`src/rtl/vga_scan_reader.sv`:
```
// vga_scan_reader
//
// Raster-scan reader for a one-bit-per-pixel framebuffer. It produces VGA
// timing (640x480 at 60 Hz with the default parameters), drives the
// framebuffer read address from the scan counters, and turns the returned
// pixel bit into registered 12-bit RGB. The RGB is aligned with the
// registered active-low sync outputs and the activeVideo flag.
//
// Ports
//   clk          system clock; all state updates on its rising edge
//   reset        synchronous, active-high; takes priority over pixEn
//   pixEn        pixel-rate enable; counters and video outputs move only
//                when it is high
//   color        framebuffer read data for readX/readY (combinational memory)
//   readX[9:0]   framebuffer column, forced to 0 outside the visible columns
//   readY[9:0]   framebuffer row, forced to 0 outside the visible lines
//   vgaR/G/B     registered 4-bit colour channels
//   hsync_n      registered horizontal sync, active low
//   vsync_n      registered vertical sync, active low
//   activeVideo  registered; high while RGB carries visible pixels
//   frameStart   one-clk pulse when the counters wrap to (0,0)
//
// Flow control: pixEn is a plain qualifier with no backpressure. A cycle
// with pixEn=1 consumes exactly one pixel slot: the counters step and the
// output stage captures the pixel addressed by the counters before the step.
// On pixEn=0 cycles everything holds, except frameStart, which drops to 0.
//
// The horizontal and vertical totals must fit in the 10-bit counters
// (at most 1024 each).

module vga_scan_reader #(
  parameter int          H_ACTIVE = 640,
  parameter int          H_FP     = 16,
  parameter int          H_SYNC   = 96,
  parameter int          H_BP     = 48,
  parameter int          V_ACTIVE = 480,
  parameter int          V_FP     = 10,
  parameter int          V_SYNC   = 2,
  parameter int          V_BP     = 33,
  parameter logic [11:0] FG_RGB   = 12'hFFF,
  parameter logic [11:0] BG_RGB   = 12'h000
) (
  input  logic       clk,
  input  logic       reset,
  input  logic       pixEn,
  input  logic       color,
  output logic [9:0] readX,
  output logic [9:0] readY,
  output logic [3:0] vgaR,
  output logic [3:0] vgaG,
  output logic [3:0] vgaB,
  output logic       hsync_n,
  output logic       vsync_n,
  output logic       activeVideo,
  output logic       frameStart
);

  localparam int H_TOTAL = H_ACTIVE + H_FP + H_SYNC + H_BP;
  localparam int V_TOTAL = V_ACTIVE + V_FP + V_SYNC + V_BP;

  // Counter-width copies of the timing boundaries, so every comparison
  // below is between equal-width operands.
  localparam logic [9:0] H_LAST   = 10'(H_TOTAL - 1);
  localparam logic [9:0] V_LAST   = 10'(V_TOTAL - 1);
  localparam logic [9:0] H_VIS    = 10'(H_ACTIVE);
  localparam logic [9:0] V_VIS    = 10'(V_ACTIVE);
  localparam logic [9:0] HS_START = 10'(H_ACTIVE + H_FP);
  localparam logic [9:0] HS_END   = 10'(H_ACTIVE + H_FP + H_SYNC);
  localparam logic [9:0] VS_START = 10'(V_ACTIVE + V_FP);
  localparam logic [9:0] VS_END   = 10'(V_ACTIVE + V_FP + V_SYNC);

  // Scan counters and their next values
  logic [9:0]  h_count;
  logic [9:0]  v_count;
  logic [9:0]  h_next;
  logic [9:0]  v_next;
  logic        h_wrap;
  logic        v_wrap;

  // Decoded position of the current counter value
  logic        h_visible;
  logic        v_visible;
  logic        visible;
  logic        h_sync_on;
  logic        v_sync_on;
  logic [11:0] pix_rgb;

  // Registered output stage
  logic [11:0] rgb_q;

  // ---------------------------------------------------------------------
  // Counter next-state
  // ---------------------------------------------------------------------
  assign h_wrap = (h_count == H_LAST);
  assign v_wrap = (v_count == V_LAST);

  always_comb begin
    h_next = h_count;
    v_next = v_count;
    if (pixEn) begin
      if (h_wrap) begin
        h_next = '0;
        // The line counter moves only when the pixel counter wraps.
        v_next = v_wrap ? '0 : v_count + 10'd1;
      end else begin
        h_next = h_count + 10'd1;
      end
    end
  end

  always_ff @(posedge clk) begin
    if (reset) begin
      h_count <= '0;
      v_count <= '0;
    end else begin
      h_count <= h_next;
      v_count <= v_next;
    end
  end

  // ---------------------------------------------------------------------
  // Position decode and read address
  // ---------------------------------------------------------------------
  assign h_visible = (h_count < H_VIS);
  assign v_visible = (v_count < V_VIS);
  assign visible   = h_visible & v_visible;

  assign h_sync_on = (h_count >= HS_START) && (h_count < HS_END);
  assign v_sync_on = (v_count >= VS_START) && (v_count < VS_END);

  // The address is clamped to 0 during blanking, so the framebuffer index
  // never leaves the visible 640x480 area.
  assign readX = h_visible ? h_count : '0;
  assign readY = v_visible ? v_count : '0;

  // Blanking always outputs black, whatever the memory returns.
  assign pix_rgb = visible ? (color ? FG_RGB : BG_RGB) : 12'h000;

  // ---------------------------------------------------------------------
  // Output stage: one pixel slot behind the counters, so RGB, syncs and
  // activeVideo all describe the same pixel.
  // ---------------------------------------------------------------------
  always_ff @(posedge clk) begin
    if (reset) begin
      rgb_q       <= 12'h000;
      hsync_n     <= 1'b1;
      vsync_n     <= 1'b1;
      activeVideo <= 1'b0;
      frameStart  <= 1'b0;
    end else begin
      // Set only on the enabled step from the last pixel of the frame to
      // (0,0); any other cycle, including pixEn=0 cycles, clears it.
      frameStart <= pixEn & h_wrap & v_wrap;
      if (pixEn) begin
        rgb_q       <= pix_rgb;
        hsync_n     <= ~h_sync_on;
        vsync_n     <= ~v_sync_on;
        activeVideo <= visible;
      end
    end
  end

  assign vgaR = rgb_q[11:8];
  assign vgaG = rgb_q[7:4];
  assign vgaB = rgb_q[3:0];

endmodule

```
`config.mk`:
```
export PLATFORM = sky130hd
export DESIGN_NAME = vga_scan_reader
export DESIGN_NICKNAME = d
export VERILOG_FILES = /design/src/rtl/vga_scan_reader.sv
export SDC_FILE = /design/constraint.sdc
export NUM_CORES = 1
export LEC_CHECK = 0
export ABC_AREA = 1
export CORE_UTILIZATION = 38
export DETAILED_ROUTE_END_ITERATION = 10
export PLACE_DENSITY = 0.74
export SLEW_MARGIN = 40
export SYNTH_ARGS = -nofsm -noshare
export SYNTH_HDL_FRONTEND = slang
export SYNTH_SLANG_ARGS = --single-unit
```
`constraint.sdc`:
```
create_clock -name clk -period 1.7 [get_ports clk]
set_input_delay 0.34 -clock clk [delete_from_list [all_inputs] [get_ports clk]]
set_output_delay 0.34 -clock clk [all_outputs]
set_load 0.05 [all_outputs]
```
## Word level (Yosys, flattened, before mapping)

Cells that the tools add are included.

| word-level totals | value |
|---|---|
| register bits after elaboration | 36 |
| word-level logic and storage cells | 31 |
| output and inout port bits | 36 |

| cells by class | value |
|---|---|
| order comparisons | 6 |
| equal/unequal tests | 2 |
| muxes and demuxes | 6 |
| bitwise operators | 5 |
| $add $sub $neg | 2 |
| reductions and logical operators | 3 |

Operators with widths:

| cell | number |
|---|---|
| two-way mux 10 bit | 4 |
| two-way mux 12 bit | 2 |
| adder 10 x 1 -> 10 bit (second input constant) | 2 |
| equality test 10 bit (second input constant) | 2 |
| < comparator 10 bit (second input constant) | 2 |
| < comparator 10 x 9 -> 1 bit (second input constant) | 2 |
| >= comparator 10 bit (second input constant) | 1 |
| >= comparator 10 x 9 -> 1 bit (second input constant) | 1 |
| bitwise AND 1 bit | 3 |
| logical AND 1 bit | 2 |
| NOT 1 bit | 2 |
| AND reduction 2 bit | 1 |

## Depth between registers and ports, before layout

| logic depth | value |
|---|---|
| depth in word-level cells | 3 |
| mapped depth | 8 |
| gate-level depth less buffers | 8 |

## Least setup slack after synthesis

No wires, ideal clock.

| timing path | value |
|---|---|
| path type | reg-to-output |
| start | reg h_count[8] |
| end | out readX[0] |
| cell stages (with the launch flop) | 5 |
| path buffers | 0 |
| arrival | 1.336 ns |
| setup slack | 0.024 ns |
| data required time | 1.360 ns |
| path through | dfxtp_1 inv_1 nand3_1 nand2_2 nor2_1 |

| on the way | value |
|---|---|
| word-level cells in the longest chain between the ends | 2 |

RTL lines:

| item | line | RTL |
|---|---|---|
| start: declaration | 73 | `logic [9:0] h_count;` |
| start signal: assignment | 116 | `h_count <= h_next;` |
| < comparator 10 bit | 124 | `assign h_visible = (h_count < H_VIS);` |
| two-way mux 10 bit | 133 | `assign readX = h_visible ? h_count : '0;` |
| end: declaration | 47 | `output logic [9:0] readX,` |

No other way between the ends.

## Worst setup path in the final report

| timing path | value |
|---|---|
| start | reg v_count[6] |
| end | out readY[2] |

| on the way | value |
|---|---|
| word-level cells in the longest chain between the ends | 2 |

RTL lines:

| item | line | RTL |
|---|---|---|
| start: declaration | 74 | `logic [9:0] v_count;` |
| start signal: assignment | 117 | `v_count <= v_next;` |
| < comparator 10 x 9 -> 1 bit | 125 | `assign v_visible = (v_count < V_VIS);` |
| two-way mux 10 bit | 134 | `assign readY = v_visible ? v_count : '0;` |
| end: declaration | 48 | `output logic [9:0] readY,` |

No other way between the ends.

==> metrics.cfg <==
[logic_synthesis]
ys_seq_area_share_pct = 31.8
post-synth-top-count-cell = nor2_1
yosys.cell_types.count = 25
synth_warnings = 0
syn_nets = 251
synth_common_cells = nor2_1 (61), nand2_1 (38), inv_1 (31), dfxtp_1 (25), nand3_1 (19)
syn_avg_cell_area_um2 = 6.47
ys_async_sr_fraction_pct = 0
ys_seq_elements = 25
yosys.area.top_type = dfxtp_1
synth_area_um2 = 1570
yosys.area.top_type_share_pct = 31.8
ys.flop_type = dfxtp_1
synth_edf_count = 0
synthCells = 243
synth_area_leaders = dfxtp_1 (32%), nor2_1 (15%), nand2_1 (9.1%), inv_1 (7.4%), nand3_1 (6.0%)

[power]
power_switching_mw = 0.329
power_density_nw_per_um2 = 501
p_total_mw = 1.19
internal_power_mw = 0.863
cellLeakagePower_nw = 1.07
p_comb_share_pct = 20.8
pwr-share-seq_pct = 50.2
peakVddDrop_mv = 0.402
p_sw_share_pct = 27.6
p_clk_share_pct = 29.1

[critical_path]
rrSetupSlack_ns = 0.26
path_delay_family = simple AND/OR/NAND/NOR gates
max_stage_delay_ns = 0.37
path_buf_inv = 1
startpoint = v_count[6]
cp-start-kind = flip-flop
path_class = flip-flop to primary output
reg2reg_from = h_count[1]
worstPathRequired_ns = 1.36
critPathCapture = readY[2]
rr_worst_depth = 6
critPathMaxFanout = 9
worstReg2RegEnd = v_count[7]
path_depth = 4
crit_path_end_kind = primary output
cpMaxStageDelayCell = dfxtp_4
cp.arrival_ns = 1.26
path_cells = nand4_1 > nand2_4 > nor2_1 > buf_12

[sta]
setup_viol = 0
min_period_ns = 1.60
whs_ns = 0.470
drv_slew = 0
fin_crit_sh_pct = 94.2
setup-tns-final_ns = 0
fmax_mhz = 624
hold_violations = 0
clock_skew_ns = 0.00227

[clock_tree]
cts_tree = done
root_buffer = clkbuf_8
path_clk_slew_ns = 0.08
htree_levels = 1
clock_path_buffers = 2
cts_made_buffers = 3
clk_latency_ns = 0.26
cts.sinks = 25

[job]
max_cap_viol_count = 0

[routing]
highest_layer = met3
routedLengthMet1_um = 1590
viasPerCell = 4.78
num_vias = 1586
wl_met3_um = 195
drt_iter0_markers = 86
ant_nets = 0
drt_wl_total_um = 3650
met2WireLength_um = 1870
drt_pass1_iterations = 4
post_drt_wl_per_cell_um = 11.0
drcViolationCount = 0

[cells_and_area]
nets = 291
n_antenna_cell = 0
area_growth_pct = 51.3
fill_cells = 363
drive_above_1_share_pct = 24.5

[die]
ioPinCount = 40
start_util_pct = 39.3
die_w_um = 66.3
die_h_um = 66.3
rows = 23
die-area_um2 = 4400
coreArea_um2 = 4000

[grt]
track_usage_pct = 18.1
gr-total-overflow = 0
antenna_found_initial = 0
grt_max_degree = 14
grt_pass1_vias = 1424
grt_first_pass_wirelength_um = 6150

[status]
outcome = finished clean

[place]
port_buffers = 38
gp_congestion = 0.856
hpwl_um = 2890

[hold_path]
hp-class = flip-flop to flip-flop

==> layer usage <==
metal	global-route usage (%)	vias to the layer above
li1	-	831
met1	21.1	715
met2	33.2	40
met3	4.48	0
met4	3.19	0
met5	0	-
==> sequential cells by signal, summed over array words and instances, names as in the netlist <==
signal	cells
h_count	10
v_count	10
activeVideo	1
frameStart	1
hsync_n	1
rgb_q	1
vsync_n	1
==> per-stage QoR <==
step	util (%)	cells	area [µm²]	worst slack, ns
global placement	57.4	327	2290	-0.0883
detailed placement	57.4	327	2290	-0.131
floorplan	-	243	1570	0.0242
global route	59.5	332	2380	-0.00255
CTS	58.8	331	2350	0.00968
finish	59.5	332	2380	0.0986
==> how the worst min path moves through the flow <==
stage	to	slack (ns)	depth (start not counted)	from
2_1_floorplan	hsync_n	0.44	2	reset
3_3_place_gp	rgb_q[10]	0.45	2	rgb_q[10]
3_5_place_dp	rgb_q[10]	0.46	2	rgb_q[10]
4_1_cts	rgb_q[10]	0.48	2	rgb_q[10]
5_1_grt	activeVideo	0.51	2	activeVideo
6_report	rgb_q[10]	0.47	2	rgb_q[10]
==> placed cells by master, fill, tap and decap left out, drive strengths merged <==
master and n:
nor2 65, buf 47, nand2 43, inv 32, dfxtp 25, nand3 20, a21oi 10, nand4 7
nor3 7, o21ai 6, ha 4, clkbuf 4, xor2 3, clkdlybuf4s50 3, a211oi 2, nand3b 2
clkinv 1, conb 1
==> cell type report <==
cell class                 instances  area [µm²]  share of cell area, %
tap                               50        62.6                   2.63
clock buffer                       4        45.0                   1.89
timing repair buffer              50         771                   32.4
inverter                          33         124                   5.21
multi-input combinational        170         867                   36.4
sequential                        25         510                   21.5
==> power groups by stage <==
| stage | logic [mW] | clock network (mW) | registers, mW |
|---|---|---|---|
| 2_1_floorplan | 0.130 | 0 | 0.635 |
| 3_3_place_gp | 0.248 | 0 | 0.615 |
| 3_5_place_dp | 0.248 | 0 | 0.615 |
| 4_1_cts | 0.249 | 0.357 | 0.601 |
| 5_1_grt | 0.260 | 0.388 | 0.599 |
| 6_report | 0.248 | 0.347 | 0.598 |
==> logic make-up (layout without fill, tap and decap cells) <==
group                    Yosys count  in the layout  share of synthesized area (%)
AND/OR/NAND/NOR                  144            144                           42.6
buffers and inverters             48             87                           14.5
flip-flops                        25             25                           31.8
AO/OA/AOI/OAI                     18             18                           6.05
adder cells (fa/ha/maj)            4              4                           3.18
XOR/XNOR                           3              3                           1.67
other                              1              1                          0.238
==> repair_timing <==
item,in CTS,in global routing
gates resized for setup,5,7
setup endpoints to repair,18,18
buffers inserted,0,1
pin swaps,0,1
hold buffers,0,0
==> tightest hold or removal path, cell delays in order, from the launching register on <==
cell and delay [ns]:
dfxtp_1 0.31, nand2_1 0.06, a21oi_1 0.06
No activity file was read; power rests on OpenSTA's default activity.
